**src/rtl/mem_port_arbiter.sv**
```systemverilog
// Shares one memory port between the fetch (I) and load/store (D) paths with one outstanding read.
// Define MEM_ARB_RR_EN for round-robin arbitration. Otherwise D has priority and a starvation limit.
`timescale 1ns/1ps
module mem_port_arbiter #(
  parameter int XLEN         = 32,
  parameter int I_STARVE_MAX = 4
) (
  input  logic            clk,
  input  logic            reset_n,
  input  logic            i_req,
  input  logic [XLEN-1:0] i_addr,
  output logic            i_gnt,
  output logic            i_rvalid,
  output logic [XLEN-1:0] i_rdata,
  input  logic            d_req,
  input  logic [3:0]      d_wea,
  input  logic [XLEN-1:0] d_addr,
  input  logic [XLEN-1:0] d_wdata,
  output logic            d_gnt,
  output logic            d_rvalid,
  output logic [XLEN-1:0] d_rdata,
  output logic            m_req,
  output logic [XLEN-1:0] m_addr,
  output logic [3:0]      m_wea,
  output logic [XLEN-1:0] m_wdata,
  input  logic            m_ready,
  input  logic            m_rvalid,
  input  logic [XLEN-1:0] m_rdata,
  output logic            busy
);

  typedef enum logic [1:0] {S_IDLE, S_ISSUE, S_WAIT} state_t;

  localparam logic OWN_D = 1'b0;
  localparam logic OWN_I = 1'b1;

  state_t          r_state;
  state_t          w_next_state;
  logic            r_owner;
  logic [XLEN-1:0] r_addr;
  logic [XLEN-1:0] r_wdata;
  logic [3:0]      r_wea;
  logic            r_i_rvalid;
  logic            r_d_rvalid;
  logic [XLEN-1:0] r_i_rdata;
  logic [XLEN-1:0] r_d_rdata;

  logic w_accept;
  logic w_rsp;
  logic w_decide;
  logic w_latch;
  logic w_d_req_eff;
  logic w_pick_i;

`ifdef MEM_ARB_RR_EN
  logic r_last_owner;
  logic w_last_owner;
`else
  localparam int            CW         = $clog2(I_STARVE_MAX + 1);
  localparam logic [CW-1:0] STARVE_MAX = CW'(I_STARVE_MAX);
  logic [CW-1:0] r_starve;
  logic [CW-1:0] w_starve_nxt;
`endif

  assign w_accept = (r_state == S_ISSUE) && m_ready;
  assign w_rsp    = (r_state == S_WAIT) && m_rvalid;
  // A store being accepted still shows d_req this cycle; that request is consumed, not re-issued.
  assign w_d_req_eff = d_req && (r_state != S_ISSUE);

  always_comb begin
    w_next_state = r_state;
    w_decide     = 1'b0;
    unique case (r_state)
      S_IDLE:  w_decide = 1'b1;
      S_ISSUE: begin
        if (m_ready) begin
          if (r_wea != 4'b0000) w_decide = 1'b1;
          else                  w_next_state = S_WAIT;
        end
      end
      S_WAIT:  if (m_rvalid) w_decide = 1'b1;
      default: w_next_state = S_IDLE;
    endcase
    w_latch = w_decide && (i_req || w_d_req_eff);
    if (w_decide) w_next_state = w_latch ? S_ISSUE : S_IDLE;
  end

`ifdef MEM_ARB_RR_EN
  always_comb begin
    w_last_owner = r_last_owner;
    if (w_accept) w_last_owner = r_owner;
    w_pick_i = i_req && (!w_d_req_eff || (w_last_owner == OWN_D));
  end
`else
  // The decision sees the count including a D grant happening in the same cycle.
  always_comb begin
    w_starve_nxt = r_starve;
    if (!i_req || (w_accept && (r_owner == OWN_I)))
      w_starve_nxt = '0;
    else if (w_accept && (r_owner == OWN_D) && (r_starve != STARVE_MAX))
      w_starve_nxt = r_starve + CW'(1);
    w_pick_i = i_req && (!w_d_req_eff || (w_starve_nxt == STARVE_MAX));
  end
`endif

  always_ff @(posedge clk or negedge reset_n) begin
    if (!reset_n) begin
      r_state    <= S_IDLE;
      r_owner    <= OWN_D;
      r_addr     <= '0;
      r_wea      <= 4'b0000;
      r_wdata    <= '0;
      r_i_rvalid <= 1'b0;
      r_d_rvalid <= 1'b0;
      r_i_rdata  <= '0;
      r_d_rdata  <= '0;
`ifdef MEM_ARB_RR_EN
      r_last_owner <= OWN_D;
`else
      r_starve     <= '0;
`endif
    end else begin
      r_state <= w_next_state;
      if (w_latch) begin
        r_owner <= w_pick_i ? OWN_I : OWN_D;
        r_addr  <= w_pick_i ? i_addr : d_addr;
        r_wea   <= w_pick_i ? 4'b0000 : d_wea;
        r_wdata <= w_pick_i ? '0 : d_wdata;
      end
      r_i_rvalid <= w_rsp && (r_owner == OWN_I);
      r_d_rvalid <= w_rsp && (r_owner == OWN_D);
      if (w_rsp && (r_owner == OWN_I)) r_i_rdata <= m_rdata;
      if (w_rsp && (r_owner == OWN_D)) r_d_rdata <= m_rdata;
`ifdef MEM_ARB_RR_EN
      r_last_owner <= w_last_owner;
`else
      r_starve     <= w_starve_nxt;
`endif
    end
  end

  assign m_req    = (r_state == S_ISSUE);
  assign m_addr   = r_addr;
  assign m_wea    = r_wea;
  assign m_wdata  = r_wdata;
  assign i_gnt    = w_accept && (r_owner == OWN_I);
  assign d_gnt    = w_accept && (r_owner == OWN_D);
  assign i_rvalid = r_i_rvalid;
  assign d_rvalid = r_d_rvalid;
  assign i_rdata  = r_i_rdata;
  assign d_rdata  = r_d_rdata;
  assign busy     = (r_state != S_IDLE);

endmodule

```
**config.mk**
```make
export PLATFORM = sky130hd
export DESIGN_NAME = mem_port_arbiter
export DESIGN_NICKNAME = d
export VERILOG_FILES = /design/src/rtl/mem_port_arbiter.sv
export SDC_FILE = /design/constraint.sdc
export NUM_CORES = 1
export LEC_CHECK = 0
export ABC_AREA = 1
export CORE_UTILIZATION = 45
export CTS_CLUSTER_DIAMETER = 50
export DETAILED_ROUTE_END_ITERATION = 7
export PLACE_DENSITY = 0.92
export SLEW_MARGIN = 20
export SYNTH_ARGS = -nofsm -noshare
export SYNTH_HDL_FRONTEND = slang
export SYNTH_SLANG_ARGS = --single-unit
```
**constraint.sdc**
```tcl
create_clock -name clk -period 3.7 [get_ports clk]
set_input_delay 0.37 -clock clk [delete_from_list [all_inputs] [get_ports clk]]
set_output_delay 0.37 -clock clk [all_outputs]
set_load 0.01 [all_outputs]
```
## Yosys cells after proc, flatten, opt, wreduce, memory -nomap -nowiden

Cells that the tools add are included.

| cells by class | value |
|---|---|
| bitwise logic cells | 1 |
| mux-type cells | 15 |
| reductions and logical operators | 20 |
| add/subtract/negate cells | 1 |
| eq/ne operators | 8 |

Operators with widths:

| kind | count |
|---|---|
| $mux 32 | 2 |
| $logic_and 1x1->1 | 10 |
| $mux 2 | 3 |
| $mux 3 | 2 |
| $ne 3x3->1 const B | 2 |
| $mux 1 | 5 |
| $mux 4 | 1 |
| $ne 2x1->1 const B | 2 |
| $pmux 2 s2 | 1 |
| $reduce_bool 4->1 | 1 |
| $add 3x1->3 const B | 1 |
| $eq 3x3->1 const B | 1 |
| $logic_or 1x1->1 | 3 |
| $ne 3x1->1 const B | 1 |
| $pmux 1 s3 | 1 |
| $reduce_and 3->1 | 1 |
| $eq 2x1->1 const B | 1 |
| $eq 2x2->1 const B | 1 |
| $logic_not 1->1 | 2 |
| $logic_not 2->1 | 1 |
| $reduce_bool 2->1 | 1 |
| $reduce_or 2->1 | 1 |
| $not 1->1 | 1 |

| word-level totals | value |
|---|---|
| bits in registers | 140 |
| word-level logic and storage cells | 55 |
| bits of input ports | 138 |

## Logic depth before layout (Yosys ltp)

| depth | value |
|---|---|
| word-level depth | 10 |
| depth in mapped cells | 14 |
| gate-level depth less buffers | 13 |

## Least setup slack after synthesis

OpenSTA, ideal clock, no wires.

| timing | value |
|---|---|
| kind | register to register |
| start point | register r_starve[0] |
| end point | register r_wdata[11], in the netlist m_wdata[11] |
| clock period less this slack | 1754 ps |
| path buffers | 2 |
| data required time | 3583 ps |
| path slack | 1946 ps |
| arrival time | 1637 ps |
| cell stages (with the launch flop) | 15 |
| cells stage by stage | dfrtp_1 > inv_1 > ha_1 > nand2_1 > nand4_2 > nand2_1 > nand2_1 > nor2_1 > nand2_1 > nand2_2 > nand2_2 > buf_6 > buf_6 > nand3_2 > nand2_1 |

| between the ends | value |
|---|---|
| longest elaborated chain between the ends | 8 |
| elaborated cells on any way between the ends | 9 |
| classes of those cells | 1 x add/sub; 2 x eq/ne; 3 x mux; 3 x reduce/logical |

RTL lines:

| what | line | RTL |
|---|---|---|
| start, declared | 61 | `logic [CW-1:0] r_starve;` |
| start signal, assigned | 137 | `r_starve <= w_starve_nxt;` |
| parallel branches: the longest is 2 deep, another holds $add 3x1->3 | n/a |  |
| $mux 3 (*) | 100 | `else if (w_accept && (r_owner == OWN_D) && (r_starve != STARVE_MAX))` |
| $mux 3 (*) | 98 | `if (!i_req \|\| (w_accept && (r_owner == OWN_I)))` |
| $eq 3x3->1 (*) | 102 | `w_pick_i = i_req && (!w_d_req_eff \|\| (w_starve_nxt == STARVE_MAX));` |
| $logic_or 1x1->1 (*) | 102 |  |
| $logic_and 1x1->1 (*) | 102 |  |
| $mux 32 (*) | 128 | `r_wdata <= w_pick_i ? '0 : d_wdata;` |
| end signal, assigned | 128 |  |
| end, declared | 41 | `logic [XLEN-1:0] r_wdata;` |

Mark *: on every way between the ends.
A chain may end at the register's enable or synchronous reset.

## Final worst setup path

| timing | value |
|---|---|
| start point | register r_starve[0] |
| end point | register r_wdata[6], in the netlist m_wdata[6] |

| between the ends | value |
|---|---|
| longest elaborated chain between the ends | 8 |
| elaborated cells on any way between the ends | 9 |
| classes of those cells | 1 x add/sub; 2 x eq/ne; 3 x mux; 3 x reduce/logical |

RTL lines:

| what | line | RTL |
|---|---|---|
| parallel branches: the longest is 2 deep, another holds $add 3x1->3 | n/a |  |
| $mux 3 (*) | 100 |  |
| $mux 3 (*) | 98 |  |
| net w_starve_nxt[2] | 62 | `logic [CW-1:0] w_starve_nxt;` |
| $eq 3x3->1 (*) | 102 |  |
| $logic_or 1x1->1 (*) | 102 |  |
| $logic_and 1x1->1 (*) | 102 |  |
| $mux 32 (*) | 128 |  |

Mark *: on every way through the listed nets, which the timed path passes.

==> flow_summary.ini <==
[power_and_ir_drop]
power.internal_w = 0.00490
share_comb_of_total_power_pct = 45.4
clockPowerShare_pct = 20.1
p_leak_nw = 4.72
total_power_w = 0.00766
peakVddDrop_v = 0.000548
p_sw_share_pct = 36.1
p_seq_share_pct = 34.6
switchingPower_w = 0.00277
pwr_density_cell_nw_per_um2 = 808

[yosys]
synth-compound-area-share_pct = 6.10
synth_area_sq_um = 6070
synthCells = 725
ys_warn_count = 0
synth_seq_cells = 140
async_reset_ff_share_pct = 100
synth-simple-area-share_pct = 26.0
synth_ff_type = dfrtp_1
synth_edf_count = 0
seq_area_frac_synth_pct = 57.7
synth_fa_ha_area_share_pct = 0.412
synth.area.mux_share_pct = 0
ys_types = 21
synthXorXnorAreaFrac_pct = 0.144
avgSynthCellArea_sq_um = 8.37
syn_nets = 865
synth_top_family_by_area = simple AND/OR/NAND/NOR gates

[route]
antenna_left = 0
num_vias = 5746
firstDrtPassIters = 5
wirelength_um = 17200
vias_per_cell = 4.89
drcViolationCount = 0
drt-initial-drc-count = 403
wire_per_inst_um = 14.6

[setup_path]
reg2regPathDepth = 13
max_stage_delay_ns = 0.37
r2r_start = r_starve[0]
path_buf_inv = 2
regToRegEndpoint = m_wdata[6]
crit_path_max_fanout = 46
critPathTopFamily = simple AND/OR/NAND/NOR gates
reg2reg_slack_ns = 1.48
cp_common_cell = nand2_1
slowest_stage = dfrtp_1
arrival_ns = 2.50
path_class = flip-flop to flip-flop
worstPathCellList = inv_1, ha_1, nand2_1, nand4_2, nand2_1, nand2_1, nor2_2, nand2_1, nand2_2, nand2_2, buf_12, nand3_1, nand2_1
cp.required_ns = 3.99
crit_path_end_kind = flip-flop
critPathLaunchType = flip-flop

[die]
die_w_um = 118
io_pins = 276
core_sq_um = 13200
start_util_pct = 46.0
die_area_sq_um = 14000
die_height_um = 118
row_count = 42

[clock_tree]
cts_hold_buf = 0
path_clk_slew_ns = 0.06
cts_tree = yes
cts-htree-levels = 4
clk_latency_ns = 0.41
cts_root_buf = clkbuf_16
cts-resized-gates = 0
clock_sinks = 140
clockBufferDepth = 2
post_cts_buffers = 0
numCtsBuffers = 17

[grt]
track_usage_pct = 25.4
antenna_found_initial = 0
grt-ovfl-total = 0
grt_pass1_wl_um = 27900
grt_pass1_vias = 5577
grt_max_degree = 110

[flow_run]
maxCapViolCount = 0

[timing]
timing.final.crit_share_pct = 59.9
tightest_slew_ns = 0.982
maxSlewViolCount = 0
setup_viol = 0
maxSlewHeadroom_pct = 34.5
fin_skew_ns = 0.00749
worst_slack_ns = 1.48
hold_viol_final = 0
fmax_mhz = 451
timing.setup.tns_ns = 0
rsz0062_at_grt = no
post-route-min-period_ns = 2.22

[final_layout]
final_cell_mix = 274 x clkdlybuf4s50_1, 245 x nand2_1, 140 x dfrtp_1
diodes = 0
fin_area_sq_um = 9490
multiInputGateArea_sq_um = 1980
nNetsFinal = 1127
n_fill_cell = 941
layout_commonest_cell = clkdlybuf4s50_1
drive_above_1_share_pct = 6.10
seqCellArea_sq_um = 3500
area_growth_pct = 56.3

[placement]
detailed_place_hpwl_um = 12100
place_area_sq_um = 8950
place.gp.congestion = 0.854
portBuffers = 275
dp_slack_ns = 1.12

[run_status]
status = complete, no violations

[hold_path]
hold_class = primary input to async pin
==> logic make-up (layout without fill, tap and decap cells) <==
group,count (synthesis),after routing
simple gates,363,363
buf+inv,148,423
flops,140,140
compound gates,71,71
fa+ha+maj,2,2
xor+xnor,1,1
==> area by class of cell <==
type / instances / share of cell area, %
Clock buffer: 20 / 4.60
Clock inverter: 12 / 1.06
Inverter: 108 / 4.27
Multi-Input combinational cell: 437 / 20.9
Sequential cell: 140 / 36.9
Tap cell: 176 / 2.32
Timing Repair Buffer: 283 / 29.9
==> synth_stat cells (2+ instances only) <==
cell type | count | area, sq um
nand3_1 | 94 | 470
dfrtp_1 | 140 | 3500
nand2_1 | 245 | 920
nand3_2 | 11 | 110
buf_2 | 12 | 60.1
inv_2 | 5 | 18.8
a21oi_1 | 2 | 10.0
nor2_2 | 2 | 12.5
nor2_1 | 6 | 22.5
buf_6 | 2 | 22.5
nand2_2 | 2 | 12.5
clkbuf_1 | 26 | 97.6
ha_1 | 2 | 25.0
inv_1 | 103 | 387
o21ai_0 | 67 | 335
==> state kept, by name (all words and copies together), names as in the netlist <==
signal	flops
d_rdata	32
i_rdata	32
m_addr	32
m_wdata	32
m_wea	4
r_starve	3
r_state	2
d_rvalid	1
i_rvalid	1
r_owner	1
==> layer usage <==
| layer | part of all wire, % | up-vias | global-route usage (%) | wire, um |
|---|---|---|---|---|
| li1 | - | 2764 | - | - |
| met1 | 39 | 2688 | 30.3 | 6800 |
| met2 | 51 | 251 | 43.2 | 8800 |
| met3 | 6.1 | 43 | 5.65 | 1060 |
| met4 | 3.3 | 0 | 12.9 | 569 |
| met5 | 0 | - | 0 | 0 |
==> power groups by stage <==
stage	clock network [W]	logic (W)	registers [W]
after floorplan	0	0.00127	0.00292
after global placement	0	0.00339	0.00262
after detailed placement	0	0.00349	0.00264
after CTS	0.00156	0.00350	0.00265
after global routing	0.00163	0.00378	0.00273
final	0.00154	0.00348	0.00265
==> worst max-delay path by stage <==
| stage | from | end | depth (start not counted) |
|---|---|---|---|
| after floorplan | r_starve[0] | m_wdata[11] | 14 |
| after global placement | m_ready | m_addr[30] | 13 |
| after detailed placement | m_ready | m_addr[2] | 13 |
| after CTS | r_starve[0] | m_addr[5] | 14 |
| after global routing | r_starve[0] | m_addr[28] | 14 |
| final | r_starve[0] | m_wdata[6] | 13 |
==> metrics by stage <==
stage	hold slack, ns	utilization, %	std cells
global placement	0.463	67.9	1144
CTS	0.132	71.9	1176
global route	0.173	71.9	1176
floorplan	0.0744	-	725
detailed placement	0.465	67.9	1144
finish	0.0924	71.9	1176
==> worst reg2reg max path, cell delays in order, from the launching register on <==
cell and delay, ns:
dfrtp_1 0.37, inv_1 0.07, ha_1 0.19, nand2_1 0.15, nand4_2 0.15, nand2_1 0.08
nand2_1 0.06, nor2_2 0.10, nand2_1 0.07, nand2_2 0.07, nand2_2 0.26, buf_12 0.31
nand3_1 0.13, nand2_1 0.07
Note: power is estimated with default switching activity, not from simulation.
